==> config.mk <==
export PLATFORM = sky130hd
export DESIGN_NAME = uart_tx_queue
export DESIGN_NICKNAME = d
export VERILOG_FILES = /design/src/rtl/uart_pkg.sv /design/src/rtl/uart_txq_mem.sv /design/src/rtl/uart_tx_queue.sv
export SDC_FILE = /design/constraint.sdc
export NUM_CORES = 1
export LEC_CHECK = 0
export BUFFER_PORTS_ARGS = -buffer_cell sky130_fd_sc_hd__buf_2
export CELL_PAD_IN_SITES_DETAIL_PLACEMENT = 1
export CELL_PAD_IN_SITES_GLOBAL_PLACEMENT = 2
export CORE_MARGIN = 10
export CORE_UTILIZATION = 25
export DETAILED_ROUTE_END_ITERATION = 16
export GPL_ROUTABILITY_DRIVEN = 1
export PLACE_DENSITY = 0.55
export SYNTH_ARGS = -nofsm -noshare
export SYNTH_HDL_FRONTEND = slang
export SYNTH_SLANG_ARGS = --single-unit
==> constraint.sdc <==
create_clock -name clk100MHz -period 4.9 [get_ports clk100MHz]
set_input_delay 1.225 -clock clk100MHz [delete_from_list [all_inputs] [get_ports clk100MHz]]
set_output_delay 1.225 -clock clk100MHz [all_outputs]
set_load 0.01 [all_outputs]
==> src/rtl/uart_pkg.sv <==
// Shared types and constants for the UART transmit queue.
package uart_pkg;
  localparam int UART_DATA_W = 8;

  typedef enum logic [1:0] {IDLE, SEND, BUSY} txq_state_t;
endpackage

==> src/rtl/uart_txq_mem.sv <==
// DEPTH x UART_DATA_W storage for the transmit queue.
// Writes are synchronous; the read port is combinational and indexed by the read pointer.
module uart_txq_mem
  import uart_pkg::*;
#(
  parameter  int DEPTH = 16,
  localparam int AW    = $clog2(DEPTH)
) (
  input  logic                   clk,
  input  logic                   i_we,
  input  logic [AW-1:0]          i_wr_addr,
  input  logic [UART_DATA_W-1:0] i_wr_data,
  input  logic [AW-1:0]          i_rd_addr,
  output logic [UART_DATA_W-1:0] o_rd_data
);
  logic [UART_DATA_W-1:0] r_mem [DEPTH];

  always_ff @(posedge clk) begin
    if (i_we) r_mem[i_wr_addr] <= i_wr_data;
  end

  assign o_rd_data = r_mem[i_rd_addr];
endmodule

==> src/rtl/uart_tx_queue.sv <==
// Byte FIFO plus valid/rdy handshake FSM feeding a UART transmitter.
// Optional UART_TXQ_DROPCNT_EN adds a saturating drop_count output.
module uart_tx_queue
  import uart_pkg::*;
#(
  parameter  int DEPTH = 16,
  localparam int AW    = $clog2(DEPTH)
) (
  input  logic                   clk100MHz,
  input  logic                   rst,
  input  logic                   wr_en,
  input  logic [UART_DATA_W-1:0] wr_data,
  output logic                   full,
  output logic                   empty,
  output logic [AW:0]            count,
  output logic                   overflow,
  output logic                   tx_valid,
  output logic [UART_DATA_W-1:0] tx_data,
  input  logic                   tx_rdy
`ifdef UART_TXQ_DROPCNT_EN
  ,
  output logic [7:0]             drop_count
`endif
);
  logic [AW-1:0]          r_wr_ptr;
  logic [AW-1:0]          r_rd_ptr;
  logic [AW:0]            r_count;
  logic                   r_full;
  logic                   r_empty;
  logic                   r_overflow;
  logic                   r_tx_valid;
  logic [UART_DATA_W-1:0] r_tx_data;
  txq_state_t             r_state;

  logic                   w_pop;
  logic                   w_push;
  logic                   w_drop;
  logic [AW:0]            w_count_next;
  logic [UART_DATA_W-1:0] w_rd_data;

  // A push into a full queue survives only when the FSM frees a slot in the same cycle.
  assign w_pop  = (r_state == IDLE) && !r_empty && tx_rdy;
  assign w_push = wr_en && (!r_full || w_pop);
  assign w_drop = wr_en && r_full && !w_pop;

  always_comb begin
    w_count_next = r_count;
    if (w_push && !w_pop)      w_count_next = r_count + 1'b1;
    else if (!w_push && w_pop) w_count_next = r_count - 1'b1;
  end

  uart_txq_mem #(.DEPTH(DEPTH)) u_mem (
    .clk       (clk100MHz),
    .i_we      (w_push),
    .i_wr_addr (r_wr_ptr),
    .i_wr_data (wr_data),
    .i_rd_addr (r_rd_ptr),
    .o_rd_data (w_rd_data)
  );

  always_ff @(posedge clk100MHz or posedge rst) begin
    if (rst) begin
      r_wr_ptr   <= '0;
      r_rd_ptr   <= '0;
      r_count    <= '0;
      r_full     <= 1'b0;
      r_empty    <= 1'b1;
      r_overflow <= 1'b0;
    end else begin
      if (w_push) r_wr_ptr <= r_wr_ptr + 1'b1;
      if (w_pop)  r_rd_ptr <= r_rd_ptr + 1'b1;
      r_count    <= w_count_next;
      r_full     <= (w_count_next == (AW+1)'(DEPTH));
      r_empty    <= (w_count_next == '0);
      r_overflow <= w_drop;
    end
  end

  always_ff @(posedge clk100MHz or posedge rst) begin
    if (rst) begin
      r_state    <= IDLE;
      r_tx_valid <= 1'b0;
      r_tx_data  <= '0;
    end else begin
      case (r_state)
        IDLE: if (w_pop) begin
          r_tx_data  <= w_rd_data;
          r_tx_valid <= 1'b1;
          r_state    <= SEND;
        end
        // Transmitter signals acceptance by dropping rdy.
        SEND: if (!tx_rdy) begin
          r_tx_valid <= 1'b0;
          r_state    <= BUSY;
        end
        BUSY: if (tx_rdy) r_state <= IDLE;
        default: r_state <= IDLE;
      endcase
    end
  end

`ifdef UART_TXQ_DROPCNT_EN
  logic [7:0] r_drop_count;

  always_ff @(posedge clk100MHz or posedge rst) begin
    if (rst)                                r_drop_count <= '0;
    else if (w_drop && r_drop_count != 8'hFF) r_drop_count <= r_drop_count + 1'b1;
  end

  assign drop_count = r_drop_count;
`endif

  assign full     = r_full;
  assign empty    = r_empty;
  assign count    = r_count;
  assign overflow = r_overflow;
  assign tx_valid = r_tx_valid;
  assign tx_data  = r_tx_data;
endmodule

==> results.md <==
- Outcome: completed
- Most numerous cell in the Yosys netlist: sky130_fd_sc_hd__edfxtp_1
- Initial core utilization: between 20 and 30%
- Number of enable flip-flop cells after synthesis: approximately 130
- Share of total power in sequential cells: 46.2%
- Detailed Place HPWL: slightly above 10000 um
- Cell Chain, Critical Path: buf_2 -> or4b_1 -> buf_4 -> a21oi_4 -> nand2_1 -> nor2_1
- Clock share of power: ~30%
- Hold Violations, Final: 0
- Tightest Pin Transition: approximately 950 ps
- Top achievable clock speed: between 0.3 and 0.4 GHz
- Dominant synthesized flop cell: sky130_fd_sc_hd__edfxtp_1
- Post-CTS repair timing setup buffer count: 0
- Vias after detailed routing: approximately 3200
- Weighted congestion at the end of routability-driven global placement: 0.747
- Finish-stage setup viols: 0
- Endpoint arrival time on the critical path: 3190 ps
- Most frequent cells after synthesis: sky130_fd_sc_hd__edfxtp_1, sky130_fd_sc_hd__mux4_2, sky130_fd_sc_hd__dfrtp_1
- Combinational share of power: ~24%
- Area share of xor/xnor cells in the synthesized design: under 10%
- Count of H-tree levels built during CTS: 4
- Kind of cell adding the most delay to the critical path: simple AND/OR/NAND/NOR gates
- Maximum fanout count along the critical path: 23
- Share of Yosys cell area claimed by the top area cell type: 61.0%
- Height of the die: between 150 and 200 um
- Later-pin clock latency in the skew report: around 430 ps
- Length of the first detailed-routing pass in iterations: 4
- Master cell of the clock root buffer: sky130_fd_sc_hd__clkbuf_16
- Unrepaired setup endpoints after global routing: false
- Horizontal die dimension: between 150 and 200 um
- Sum of negative setup slack: 0 ps
- Mux cell area share after synthesis: between 10% and 20%
- Synthesized instance count: 351
- Layout overhead on the synthesized area: 17.3%
- Number of max-slew violations in the final report: 0
- Max transition margin: about 37%
- Sequential-to-total area share from yosys stat: 71.7%
- Combined global-route utilization of all metal layers: around a tenth
- Number of I/O port buffers: 28
- Fraction of the cycle the final worst path needs: ~64%
- Post_cts resized: 0
- Path type of the worst setup path: input pin to flip-flop
- Flops & latches, synth: roughly 160
- PD cells: a little under 600 nW/um^2
- Cell Area, Synth: around 6300 sq um
- Warnings, synthesis: 0
- Mean Syn Cell Area: around 18 sq um
- VDD IR-drop max: around 200 uV
- Full die area: ~32000 sq um
- Drt via density: 4.35
- Max-cap violations: 0
- Compound-cell area share of the yosys netlist: under 10%
- Cts hold-fix bufs: 0
- Overall routed net length: around 15000 um
- Via count of the first global-routing pass: 3428
- Cell row count: 58
- Critical path's largest stage delay: ~640 ps
- Buffering stage count on the worst path with inverters included: 2
- Final setup skew: 14.6 ps
- Startpoint class of the critical path: input pin
- Required time at the worst-slack endpoint: between 4000 and 5000 ps
- Clock tree from TritonCTS: done
- Standard cell core area: 25000 sq um
- Clock transition at the registers of the reported paths: roughly 60 ps
- Inserted Diodes: 0
- Critical Path Slowest Stage Cell: sky130_fd_sc_hd__nor2_1
- Final core utilization: 29.6%
- Synth Area in Adders: 1.39%
- Largest cells by area after synthesis: sky130_fd_sc_hd__edfxtp_1, sky130_fd_sc_hd__mux4_2, sky130_fd_sc_hd__dfrtp_1, sky130_fd_sc_hd__mux2i_1, sky130_fd_sc_hd__ha_1
- Critical path capture point type: flip-flop
- Fraction of layout cells with a size suffix above 1: between 20% and 30%
- Global route total overflow: 0
- Total clock sinks: 155
- # placed instances: between 600 and 700
- Number of nets in the layout: just over 400
- Antenna violations before repair: 0
- Post-synth top area cell: sky130_fd_sc_hd__edfxtp_1
- Net count after synthesis: 370
- Simple logic cell fraction of the synthesized area: a little under 6%
- Switching Share: between 30 and 40%
- Share of synthesized registers carrying an async set or reset: between 10% and 20%
- Number of non-filler instances in the completed layout: 730
- Number of nets with antenna violations after detailed routing: 0
- Detailed-route wire length per cell: 20.8 um
- Inserted Clock Buffers: 17
- Unique cell type count in the Yosys netlist: 43
- Wire length of the first global-routing pass: around 23000 um
- Cell internal pwr: ~0.0029 W
- Leakage power: 2.54 nW
- Largest family of logic cells by synthesized area: multiplexers
- Pin count of the biggest net entering global routing: 33
- Violation count after the first detailed-route iteration: 331
- Type of the tightest min-delay check: flip-flop to flip-flop
- Final critical-path required period: 3150 ps
- Max Root-Sink Buffers: 2
- Worst-case register-to-register setup slack: about 2100 ps
- DRC violations left: 0
- Net Switching: 0.00143 W
- I/O pin total: 29
[sequential cells by signal, summed over array words and instances (netlist names)]
signal       flops
empty            1
r_state          2
count            5
tx_valid         1
tx_data          8
r_rd_ptr         4
full             1
r_wr_ptr         4
u_mem.r_mem    128
overflow         1
[worst paths after layout]
kind | start | endpoint | depth (start not counted)
max reg2reg | r_state[1] | u_mem.r_mem[4][4] | 5
min in group asynchronous | rst | tx_data[2] | 3
min reg2reg | tx_data[6] | tx_data[6] | 2
max in group asynchronous | rst | empty | 3
min | tx_data[6] | tx_data[6] | 2
max | tx_rdy | u_mem.r_mem[4][4] | 6
[stage by stage]
stage / hold slack, ps / cell area [sq um] / worst slack, ps / power [W]
finish: 501 / 7390 / 1750 / 0.00428
CTS: 513 / 7390 / 1730 / 0.00437
detailed placement: 496 / 6830 / 1290 / 0.00308
global route: 543 / 7390 / 1600 / 0.00453
floorplan: 505 / 6300 / 1750 / 0.00266
global placement: 495 / 6830 / 1410 / 0.00306
[kinds of logic (layout without fill, tap and decap cells)]
logic type,after synthesis,after routing
compound gates,29,29
simple gates,73,73
xor+xnor,10,10
mux,48,48
fa+ha+maj,7,7
flops,155,155
buf+inv,29,78
[cells in the final DEF, fill, tap and decap left out, types with 4 or more instances in the layout]
| cell | n |
|---|---|
| sky130_fd_sc_hd__a21oi_1 | 6 |
| sky130_fd_sc_hd__buf_2 | 28 |
| sky130_fd_sc_hd__buf_4 | 9 |
| sky130_fd_sc_hd__clkbuf_16 | 17 |
| sky130_fd_sc_hd__dfrtp_1 | 24 |
| sky130_fd_sc_hd__edfxtp_1 | 128 |
| sky130_fd_sc_hd__ha_1 | 7 |
| sky130_fd_sc_hd__inv_1 | 9 |
| sky130_fd_sc_hd__inv_6 | 4 |
| sky130_fd_sc_hd__inv_8 | 7 |
| sky130_fd_sc_hd__mux2_2 | 7 |
| sky130_fd_sc_hd__mux2i_1 | 9 |
| sky130_fd_sc_hd__mux4_2 | 32 |
| sky130_fd_sc_hd__nand2_1 | 21 |
| sky130_fd_sc_hd__nand3_1 | 5 |
| sky130_fd_sc_hd__nor2_1 | 19 |
| sky130_fd_sc_hd__nor2b_1 | 4 |
| sky130_fd_sc_hd__nor3_1 | 8 |
| sky130_fd_sc_hd__o21ai_0 | 9 |
| sky130_fd_sc_hd__xnor2_1 | 9 |
[power by group through the flow]
stage	clock network [W]	logic [W]	registers [W]
after global routing	0.00136	0.00114	0.00202
after global placement	0	0.00105	0.00201
after CTS	0.00130	0.00107	0.00199
final	0.00127	0.00103	0.00198
after floorplan	0	0.000884	0.00178
after detailed placement	0	0.00106	0.00202
[layout make-up]
cell class	count	area, sq um
inverters	9	33.8
clock inverters	15	144
clock buffers	17	425
fillers	2632	17600
flip-flops and latches	155	4520
multi-input cells	167	1650
well taps	330	413
repair buffers	37	208
[tightest hold or removal path, stage by stage, from the launching register on]
cell	delay [ps]
sky130_fd_sc_hd__dfrtp_1	350
sky130_fd_sc_hd__nand2_1	60
sky130_fd_sc_hd__nand2_1	60
[metal layers]
layer / track usage, % / share of wire [%] / vias to the layer above
met5: 0 / 0 / -
met4: 2.27 / 0.76 / 0
met3: 3.03 / 4.7 / 8
met2: 15.3 / 48 / 68
met1: 13.2 / 46 / 1664
li1: - / - / 1439
No activity file was read; power rests on OpenSTA's default activity.
